$ cat src/rtl/seq_mult.sv
// Sequential shift-add multiplier: operands captured on start, product after WIDTH+1 cycles.
// Unsigned or two's-complement per operation; signed operands are reduced to magnitudes first.
module seq_mult #(
    parameter int WIDTH = 4
) (
    input  logic                 clk,
    input  logic                 rst,
    input  logic                 start,
    input  logic                 tc,
    input  logic [WIDTH-1:0]     A,
    input  logic [WIDTH-1:0]     B,
    output logic [2*WIDTH-1:0]   P,
    output logic                 busy,
    output logic                 done
);

    localparam int CW = $clog2(WIDTH + 1);

    typedef enum logic [1:0] {
        S_IDLE,
        S_RUN,
        S_DONE
    } state_e;

    state_e               state_q, state_d;
    logic [2*WIDTH-1:0]   acc_q, acc_d;
    logic [WIDTH-1:0]     mcand_q, mcand_d;
    logic [WIDTH-1:0]     mplier_q, mplier_d;
    logic                 neg_q, neg_d;
    logic [CW-1:0]        cnt_q, cnt_d;
    logic [2*WIDTH-1:0]   p_q, p_d;

    logic [WIDTH-1:0]     mag_a, mag_b;
    logic [WIDTH:0]       sum;

    // The most-negative operand negates to itself, which is its correct unsigned magnitude.
    assign mag_a = (tc && A[WIDTH-1]) ? -A : A;
    assign mag_b = (tc && B[WIDTH-1]) ? -B : B;

    // Upper-half add keeps the carry so the following right shift does not lose it.
    assign sum = {1'b0, acc_q[2*WIDTH-1:WIDTH]} + (mplier_q[0] ? {1'b0, mcand_q} : '0);

    always_comb begin
        state_d  = state_q;
        acc_d    = acc_q;
        mcand_d  = mcand_q;
        mplier_d = mplier_q;
        neg_d    = neg_q;
        cnt_d    = cnt_q;
        p_d      = p_q;

        case (state_q)
            S_IDLE: begin
                if (start) begin
                    state_d  = S_RUN;
                    mcand_d  = mag_a;
                    mplier_d = mag_b;
                    neg_d    = tc & (A[WIDTH-1] ^ B[WIDTH-1]);
                    acc_d    = '0;
                    cnt_d    = '0;
                end
            end
            S_RUN: begin
                // After the last bit one extra RUN cycle applies the sign and loads P.
                if (cnt_q != CW'(WIDTH)) begin
                    acc_d    = {sum, acc_q[WIDTH-1:1]};
                    mplier_d = mplier_q >> 1;
                    cnt_d    = cnt_q + CW'(1);
                end else begin
                    p_d     = neg_q ? -acc_q : acc_q;
                    state_d = S_DONE;
                end
            end
            S_DONE: begin
                state_d = S_IDLE;
            end
            default: begin
                state_d = S_IDLE;
            end
        endcase
    end

    always_ff @(posedge clk) begin
        if (rst) begin
            state_q  <= S_IDLE;
            acc_q    <= '0;
            mcand_q  <= '0;
            mplier_q <= '0;
            neg_q    <= 1'b0;
            cnt_q    <= '0;
            p_q      <= '0;
        end else begin
            state_q  <= state_d;
            acc_q    <= acc_d;
            mcand_q  <= mcand_d;
            mplier_q <= mplier_d;
            neg_q    <= neg_d;
            cnt_q    <= cnt_d;
            p_q      <= p_d;
        end
    end

    assign P    = p_q;
    assign busy = (state_q != S_IDLE);
    assign done = (state_q == S_DONE);

endmodule

$ cat config.mk
export PLATFORM = sky130hd
export DESIGN_NAME = seq_mult
export DESIGN_NICKNAME = d
export VERILOG_FILES = /design/src/rtl/seq_mult.sv
export SDC_FILE = /design/constraint.sdc
export NUM_CORES = 1
export LEC_CHECK = 0
export ABC_CLOCK_PERIOD_IN_PS = 2240
export CORE_MARGIN = 10
export CORE_UTILIZATION = 45
export DETAILED_ROUTE_END_ITERATION = 7
export PLACE_DENSITY = 0.69
export SYNTH_ARGS = -nofsm -noshare
export SYNTH_HDL_FRONTEND = slang
export SYNTH_SLANG_ARGS = --single-unit
$ cat constraint.sdc
create_clock -name clk -period 2.24 [get_ports clk]
set_clock_uncertainty 0.1 [all_clocks]
set_input_delay 0.224 -clock clk [delete_from_list [all_inputs] [get_ports clk]]
set_output_delay 0.224 -clock clk [all_outputs]
set_load 0.005 [all_outputs]
==> results.cfg <==
[outcome]
status = finished clean

[critical_path]
path_cells = inv_1 -> ha_1 -> and3_1 -> or3_1 -> a211o_1 -> a21oi_1
crit_path_end_kind = flop
cp_max_fo = 15
criticalPathCategory = reg -> reg
cpPeakStageDelay_ns = 0.56
worst-path-buf-inv = 1
crit_required_ns = 2.40
cp_slowest_cell = or3_1
critPathLaunchType = flop
crit_family = simple AND/OR/NAND/NOR gates
critPathArrivalTime_ns = 2.19

[drt]
wl_per_cell_um = 12.58
drtIter0Drc = 30
drt_wl_total_mm = 3.146
dr.pass1.iters = 4
drcViolationCount = 0
num_vias = 1315
postRouteAntennaNets = 0
via_per_inst = 5.260

[placed_design]
dp_hpwl_mm = 2.461
place.gp.congestion = 0.7910
io_buffers = 21

[power]
power.leakage_uw = 0.0007597
total_power_uw = 1093
power_density_mw_per_mm2 = 575.1
peakVddDrop_mv = 0.2843

[cells_and_area]
areaGrowthSynthToFinish_pct = 20.46
multi_input_area_um2 = 878.3
layout-drive-gt1-share_pct = 8.333
final_net_count = 225
final_common_cell = dfxtp_1
antennaDiodeCount = 0
register_area_um2 = 600.6
fillers = 343
final_cell_mix = dfxtp_1 (30), nor2_1 (26), clkdlybuf4s50_1 (21)

[die]
core_area_mm2 = 0.003363
die-area_mm2 = 0.006274
rows = 21
die_x_um = 79.21
initial_core_util_pct = 46.91
ios = 22
die_y_um = 79.21

[sta]
slew_headroom_pct = 67.85
clock.fmax_ghz = 0.4923
min_period_ns = 2.031
hold_viol = 0
finalMaxSlewViolations = 0
worst_pin_slew_ns = 0.4786
grt_setup_unrepaired = no
final.setup.tns_ns = 0
setup_viol = 0
whs_ns = 0.3590
timing.final.crit_share_pct = 90.68

[global_route]
grt-ovfl-total = 0
antenna_found_initial = 0
grt_max_degree = 16
grt_pass1_wl_mm = 5.485
grt_pass1_vias = 1304
track_usage_pct = 10.74

[synthesis]
ys_warn_count = 0
synth_xor_area_share_pct = 4.996
muxShareOfSynthArea_pct = 3.807
synth-seq-cells = 30
synth_top_family_by_area = simple AND/OR/NAND/NOR gates
synth_area_mm2 = 0.001578
netlist_instances = 181
synth-simple-area-share_pct = 21.09
syn-mean-instance-area_um2 = 8.717
syn-num-nets = 203
synth_compound_area_share_pct = 17.37
synth.distinct_cells = 39
synthAdderAreaFrac_pct = 8.406
yosysSeqAreaShare_pct = 38.07

[clocking]
hold_buffers = 0
cts.sinks = 30
clock_latency_ns = 0.34
cts_made_buffers = 5
clock_path_buffers = 2
htreeDepth = 2
clkSlewWorstSetupHoldPaths_ns = 0.10
post_cts_resized = 0
cts_tree = yes
root_buffer = clkbuf_4
cts_setup_buffers = 0

[flow_run]
cap_violations = 0

[min_path]
hold_path.class = reg -> reg
==> power breakdown <==
part / switching, uW / total (uW) / internal (uW)
Clock: 194 / 408 / 214
Sequential: 13.2 / 562 / 549
Combinational: 63.7 / 123 / 59.1
==> final cells by class <==
class / instances / share of cell area [%]
flip-flops and latches: 30 / 31.60
multi-input cells: 129 / 46.21
inverters: 12 / 2.370
clock buffers: 8 / 4.147
well taps: 46 / 3.028
repair buffers: 25 / 12.64
==> worst reg2reg max path, stage by stage (launching register included) <==
cell and delay, ns:
dfxtp_1 0.40, inv_1 0.07, ha_1 0.22, and3_1 0.19
or3_1 0.56, a211o_1 0.31, a21oi_1 0.11
==> state kept, by name, indices dropped and copies added, names as in the netlist <==
register / count
mcand_q: 4
state_q: 2
P: 8
neg_q: 1
cnt_q: 3
acc_q: 8
mplier_q: 4
==> cells by family after synthesis <==
logic type / after synthesis
simple gates: 66
compound gates: 38
flops: 30
buf+inv: 22
fa+ha+maj: 10
xor+xnor: 9
mux: 6
==> layer usage <==
metal  GRT usage [%]  part of all wire, %  up-vias
met3           5.293                  7.4        5
met5               0                    0        -
met2           18.52                   47       40
met4           4.480                  1.7        0
li1                -                    -      671
met1           10.81                   44      599
==> Yosys cell counts (all sizes together) <==
cell type,count,area share [%]
nand3b,2,0.95
nand2,11,2.6
dfxtp,30,38
nor2,27,6.9
a211o,2,1.1
nor3,2,0.63
a21o,1,0.48
ha,9,7.1
nor3b,1,0.48
a311oi,2,1.1
or4b,1,0.63
a21oi,7,2.2
clkbuf,4,0.95
a32oi,1,0.56
nand3,4,1.3
and2,3,1.2
or3,5,2.3
o21ai,4,1.3
fa,1,1.3
buf,6,2.5
mux2i,6,3.8
a211oi,9,4.6
o31ai,4,2.2
nor2b,3,1.2
xor2,6,3.3
o21a,1,0.48
nand4b,1,0.56
a22oi,7,3.3
inv,12,2.9
and3,1,0.40
xnor2,3,1.7
nand2b,4,1.6
or2,1,0.40
==> worst paths after layout <==
kind / from / to / slack, ns / cells after the start
max: cnt_q[0] / mplier_q[1] / 0.21 / 6
min: mplier_q[1] / mplier_q[1] / 0.36 / 2
max reg2reg: cnt_q[0] / mplier_q[1] / 0.21 / 6
min reg2reg: mplier_q[1] / mplier_q[1] / 0.36 / 2
==> per-stage QoR <==
| stage | cells | util [%] | setup WS [ns] | instance area (um2) |
|---|---|---|---|---|
| 2_1_floorplan | 181 | - | 0.4213 | 1578 |
| 3_3_place_gp | 242 | 54.17 | 0.3315 | 1822 |
| 3_5_place_dp | 242 | 54.17 | 0.2346 | 1822 |
| 4_1_cts | 250 | 56.51 | 0.2064 | 1901 |
| 5_1_grt | 250 | 56.51 | 0.06546 | 1901 |
| 6_report | 250 | 56.51 | 0.2088 | 1901 |
No activity file was read; power rests on OpenSTA's default activity.
